[src/rtl/isdu_control.sv]
// Control FSM for a small LC-3 style datapath: fetch/decode/execute sequencing,
// datapath load/gate/select strobes and a wait-stated SRAM handshake.
module isdu_control #(
  parameter int MEM_WAIT = 2
) (
  input  logic       clk,
  input  logic       reset,
  input  logic       Run,
  input  logic       Continue,
  input  logic [3:0] opcode,
  input  logic       ir5,
  input  logic       ir11,
  input  logic       BEN,
  output logic       ld_mar,
  output logic       ld_mdr,
  output logic       ld_ir,
  output logic       ld_ben,
  output logic       ld_cc,
  output logic       ld_reg,
  output logic       ld_pc,
  output logic       ld_led,
  output logic       GatePC,
  output logic       GateMDR,
  output logic       GateALU,
  output logic       GateMARMUX,
  output logic [1:0] pcmux_sel,
  output logic       drmux_sel,
  output logic       sr1mux_sel,
  output logic       sr2mux_sel,
  output logic       addr1mux_sel,
  output logic [1:0] addr2mux_sel,
  output logic [1:0] aluk,
  output logic       mio_en,
  output logic       mem_ce_n,
  output logic       mem_oe_n,
  output logic       mem_we_n
);
  localparam int CW = (MEM_WAIT > 0) ? $clog2(MEM_WAIT + 1) : 1;
  localparam logic [CW-1:0] WMAX = CW'(MEM_WAIT);

  typedef enum logic [4:0] {
    HALTED, FETCH1, FETCH2, FETCH3, DECODE,
    EX_ADD, EX_AND, EX_NOT, EX_BR, EX_BR_TAKEN, EX_JMP, EX_JSR1, EX_JSR2,
    LDR1, LDR2, LDR3, STR1, STR2, STR3, PAUSE1, PAUSE2
  } state_t;

  state_t        state_q, state_d;
  logic [CW-1:0] wcnt_q, wcnt_d;
  logic          wdone;

  assign wdone = (wcnt_q == WMAX);

  always_comb begin
    state_d = state_q;
    unique case (state_q)
      HALTED:  if (Run) state_d = FETCH1;
      FETCH1:  state_d = FETCH2;
      FETCH2:  if (wdone) state_d = FETCH3;
      FETCH3:  state_d = DECODE;
      DECODE: begin
        case (opcode)
          4'b0001: state_d = EX_ADD;
          4'b0101: state_d = EX_AND;
          4'b1001: state_d = EX_NOT;
          4'b0000: state_d = EX_BR;
          4'b1100: state_d = EX_JMP;
          4'b0100: state_d = EX_JSR1;
          4'b0110: state_d = LDR1;
          4'b0111: state_d = STR1;
          4'b1101: state_d = PAUSE1;
          default: state_d = FETCH1;
        endcase
      end
      EX_ADD, EX_AND, EX_NOT, EX_BR_TAKEN, EX_JMP, EX_JSR2, LDR3:
               state_d = FETCH1;
      EX_BR:   state_d = BEN ? EX_BR_TAKEN : FETCH1;
      EX_JSR1: state_d = EX_JSR2;
      LDR1:    state_d = LDR2;
      LDR2:    if (wdone) state_d = LDR3;
      STR1:    state_d = STR2;
      STR2:    state_d = STR3;
      STR3:    if (wdone) state_d = FETCH1;
      PAUSE1:  if (Continue) state_d = PAUSE2;
      PAUSE2:  if (!Continue) state_d = FETCH1;
      default: state_d = HALTED;
    endcase
    // Counter restarts on every state change so each memory state sees 0 on entry.
    if (state_d != state_q) wcnt_d = '0;
    else                    wcnt_d = wdone ? wcnt_q : wcnt_q + CW'(1);
  end

  always_ff @(posedge clk or posedge reset) begin
    if (reset) begin
      state_q <= HALTED;
      wcnt_q  <= '0;
    end else begin
      state_q <= state_d;
      wcnt_q  <= wcnt_d;
    end
  end

  // Outputs decode the live state so an async reset drops memory strobes at once.
  always_comb begin
    ld_mar = 1'b0; ld_mdr = 1'b0; ld_ir = 1'b0; ld_ben = 1'b0;
    ld_cc = 1'b0; ld_reg = 1'b0; ld_pc = 1'b0; ld_led = 1'b0;
    GatePC = 1'b0; GateMDR = 1'b0; GateALU = 1'b0; GateMARMUX = 1'b0;
    pcmux_sel = 2'b00; drmux_sel = 1'b0; sr1mux_sel = 1'b0; sr2mux_sel = 1'b0;
    addr1mux_sel = 1'b0; addr2mux_sel = 2'b00; aluk = 2'b00;
    mio_en = 1'b0; mem_ce_n = 1'b1; mem_oe_n = 1'b1; mem_we_n = 1'b1;
    unique case (state_q)
      FETCH1: begin GatePC = 1'b1; ld_mar = 1'b1; ld_pc = 1'b1; end
      FETCH2, LDR2: begin
        mem_ce_n = 1'b0; mem_oe_n = 1'b0; mio_en = 1'b1;
        ld_mdr = wdone;
      end
      FETCH3: begin GateMDR = 1'b1; ld_ir = 1'b1; end
      DECODE: ld_ben = 1'b1;
      EX_ADD, EX_AND, EX_NOT: begin
        GateALU = 1'b1; ld_reg = 1'b1; ld_cc = 1'b1;
        drmux_sel = 1'b1; sr1mux_sel = 1'b1;
        sr2mux_sel = (state_q == EX_NOT) ? 1'b0 : ~ir5;
        aluk = (state_q == EX_ADD) ? 2'b00 : (state_q == EX_AND) ? 2'b01 : 2'b10;
      end
      EX_BR_TAKEN: begin
        ld_pc = 1'b1; pcmux_sel = 2'b10; addr1mux_sel = 1'b1; addr2mux_sel = 2'b01;
      end
      EX_JMP: begin
        ld_pc = 1'b1; pcmux_sel = 2'b01; GateALU = 1'b1; aluk = 2'b11; sr1mux_sel = 1'b1;
      end
      EX_JSR1: begin GatePC = 1'b1; ld_reg = 1'b1; drmux_sel = 1'b0; end
      EX_JSR2: begin
        ld_pc = 1'b1;
        if (ir11) begin
          pcmux_sel = 2'b10; addr1mux_sel = 1'b1; addr2mux_sel = 2'b00;
        end else begin
          pcmux_sel = 2'b01; GateALU = 1'b1; aluk = 2'b11; sr1mux_sel = 1'b1;
        end
      end
      LDR1, STR1: begin
        GateMARMUX = 1'b1; ld_mar = 1'b1; addr1mux_sel = 1'b0;
        addr2mux_sel = 2'b10; sr1mux_sel = 1'b1;
      end
      LDR3: begin GateMDR = 1'b1; ld_reg = 1'b1; ld_cc = 1'b1; drmux_sel = 1'b1; end
      STR2: begin GateALU = 1'b1; aluk = 2'b11; sr1mux_sel = 1'b0; ld_mdr = 1'b1; end
      // Write strobe releases one cycle before chip enable to close the write cleanly.
      STR3: begin mem_ce_n = 1'b0; mem_oe_n = 1'b1; mem_we_n = wdone; end
      PAUSE1: ld_led = 1'b1;
      default: ;
    endcase
  end

endmodule
[config.mk]
export PLATFORM = sky130hd
export DESIGN_NAME = isdu_control
export DESIGN_NICKNAME = d
export VERILOG_FILES = /design/src/rtl/isdu_control.sv
export SDC_FILE = /design/constraint.sdc
export NUM_CORES = 1
export LEC_CHECK = 0
export BUFFER_PORTS_ARGS = -buffer_cell sky130_fd_sc_hd__buf_2
export CORE_MARGIN = 2
export CORE_UTILIZATION = 55
export DETAILED_ROUTE_END_ITERATION = 7
export PLACE_DENSITY = 0.9
export SYNTH_ARGS = -nofsm -noshare
export SYNTH_HDL_FRONTEND = slang
export SYNTH_SLANG_ARGS = --single-unit
[constraint.sdc]
create_clock -name clk -period 3.05 [get_ports clk]
set_input_delay 0.61 -clock clk [delete_from_list [all_inputs] [get_ports clk]]
set_output_delay 0.61 -clock clk [all_outputs]
set_load 0.05 [all_outputs]
==> impl_metrics.env <==
export IMPL_multi_input_area_um2=978
export IMPL_io_buffers=36
export IMPL_pre_cts_slack_ps=604
export IMPL_synth_top_family_by_area="simple AND/OR/NAND/NOR gates"
export IMPL_synth_xor_area_frac=0.0272
export IMPL_crit_type="flop to output port"
export IMPL_postPlaceCellArea_um2=1450
export IMPL_relSlewSlack=0.408
export IMPL_dpl_hpwl_um=2480
export IMPL_clock_latency_ps=250
export IMPL_synth_area_per_cell_um2=7.09
export IMPL_synth_compound_area_share=0.313
export IMPL_min_period_over_period=0.897
export IMPL_ys_flop_type="dfrtp_1"
export IMPL_drive_gt1_frac=0.313
export IMPL_syn_nets=197
export IMPL_cts_tree="built"
export IMPL_finalSetupViolCount=0
export IMPL_startpoint="state_q[3]$_DFF_PP0_"
export IMPL_synthAdderAreaFrac=0.0388
export IMPL_max_cap_violations=0
export IMPL_grtUsageTotal=0.257
export IMPL_maxSlewViolCount=0
export IMPL_p_leak_nw=0.697
export IMPL_syn_cell_area_um2=1290
export IMPL_area_growth_pct=14.3
export IMPL_final_cell_area_um2=1470
export IMPL_vias=1451
export IMPL_yosysTopAreaCell="dfrtp_1"
export IMPL_cts_resized=0
export IMPL_netlist_instances=182
export IMPL_grt_max_degree=28
export IMPL_fmax_mhz=366
export IMPL_peakVddDrop_mv=0.626
export IMPL_ant_nets=0
export IMPL_powerDensity_nw_per_um2=995
export IMPL_cts_buffer_depth=2
export IMPL_wirelength_um=3300
export IMPL_path_max_fanout=27
export IMPL_cts_setup_buffers=0
export IMPL_r2r_start="state_q[0]$_DFF_PP0_"
export IMPL_wl_met3_um=254
export IMPL_ios=37
export IMPL_netlist_area_leader_share=0.136
export IMPL_cts_buffers=3
export IMPL_ys_warn_count=0
export IMPL_nNetsFinal=227
export IMPL_crit_path_end_kind="output port"
export IMPL_synth_edf_count=0
export IMPL_hold_path_class="input port to asynchronous set/reset pin"
export IMPL_fin_skew_ps=5.31
export IMPL_antenna_found_initial=0
export IMPL_fp_dieW_um=52.4
export IMPL_tns_ps=0
export IMPL_drt_met1_wl_um=1420
export IMPL_min_period_ps=2730
export IMPL_ctsHoldBuffers=0
export IMPL_yosys_top_cells_area="dfrtp_1 (14%), a21oi_1 (8.1%), nand2_1 (4.1%)"
export IMPL_hold_viol=0
export IMPL_nFillCells=205
export IMPL_core_area_um2=2210
export IMPL_synth_seq_cells=7
export IMPL_wl_met2_um=1600
export IMPL_synth_common_cells="a21oi_1 (21), nand2_1 (14), nor2_1 (12), o21ai_0 (9)"
export IMPL_synth_distinct_cells=61
export IMPL_synth_simple_gate_area_frac=0.362
export IMPL_n_antenna_cell=0
export IMPL_worst_pin_slew_ps=887
export IMPL_core_rowCount=17
export IMPL_synthArstFlopShare=1.00
export IMPL_die_h_um=52.4
export IMPL_status="finished, final reports clean"
export IMPL_required_ps=2440
export IMPL_synth_most_common_cell="a21oi_1"
export IMPL_finalWorstSetupSlack_ps=315
export IMPL_rsz0062_at_grt="false"
export IMPL_root_buffer="clkbuf_4"
export IMPL_start_util=0.583
export IMPL_grt_pass1_wl_um=5470
export IMPL_topRoutingLayerUsed="met4"
export IMPL_wire_per_inst_um=13.8
export IMPL_path_clk_slew_ps=50
export IMPL_vias_per_cell=6.07
export IMPL_grt_pass1_vias=1201
export IMPL_htree_levels=1
export IMPL_synth_seq_area_share=0.136
export IMPL_first_pass_iters=4
export IMPL_cts_sinks=7
export IMPL_cp_start_kind="flop"
export IMPL_overflow=0
export IMPL_drtIter0Drc=76
export IMPL_muxShareOfSynthArea=0.00776
export IMPL_drc=0
export IMPL_gp_congestion=0.890
export IMPL_arrival_ps=2120
export IMPL_die_area_um2=2750
export IMPL_seq_area_um2=175
## placed cells by master, fill, tap and decap left out, types with 2 or more instances in the layout
master	instances
o22ai_1	2
a211o_1	2
buf_2	36
a211oi_1	2
nor4_1	2
a21boi_0	2
o31ai_1	2
inv_2	2
nand2b_1	6
o21bai_2	2
and3_1	4
nand3_1	5
o21ai_0	9
nand2_1	14
nand3b_1	3
ha_1	4
clkbuf_4	3
nor2b_1	8
inv_1	8
nor3_1	8
xor2_1	3
a21oi_1	21
nor2_1	12
o221ai_2	2
buf_4	5
dfrtp_1	7
o21ai_1	2
## layer usage
metal,GRT usage,up-vias
met2,0.415,70
met4,0.0299,0
met1,0.372,672
met5,0,-
li1,-,707
met3,0.0371,2
## worst max-delay path, stage by stage (launching register included)
cell and delay, ps:
dfrtp_1 910, nor2b_1 320, nand3_1 180, a21oi_1 190
buf_2 270
## path summary, 6_finish.rpt
check,endpoint,slack [ps],cells after the start
min in group clk,wcnt_q[1]$_DFFE_PP0P_,580,2
max,ld_mar,320,4
max in group asynchronous,state_q[2]$_DFF_PP0_,2560,2
min,state_q[1]$_DFF_PP0_,270,2
min reg2reg,wcnt_q[1]$_DFFE_PP0P_,580,2
max reg2reg,state_q[0]$_DFF_PP0_,840,6
## where the power goes
part | internal (W) | switching, W
Clock | 0.0000498 | 0.0000332
Sequential | 0.000123 | 0.0000982
Combinational | 0.000380 | 0.000782
Total | 0.000553 | 0.000913
## cell type report
class	count	area share
clock buffers	4	0.0178
multi-input cells	148	0.664
flip-flops and latches	7	0.119
well taps	28	0.0238
inverters	11	0.0280
repair buffers	41	0.148
## state kept, by name (all words and copies together) (netlist names)
signal,cells
state_q,5
wcnt_q,2
## stage by stage
step	total power, W	cells	utilization	hold WS (ps)
after floorplan	0.00118	182	-	413
after global placement	0.00135	235	0.654	541
after detailed placement	0.00136	235	0.654	545
after CTS	0.00146	239	0.666	273
after global routing	0.00157	239	0.666	288
final	0.00147	239	0.666	274
## cell families (layout without fill, tap and decap cells)
group / after synthesis / in the layout
adders and majority gates: 4 / 4
buffers and inverters: 27 / 56
and+or+nand+nor: 81 / 81
AOI/OAI and AO/OA: 58 / 58
DFF: 7 / 7
xor gates and xnor gates: 4 / 4
muxes: 1 / 1
(Power assumes the default switching activity.)
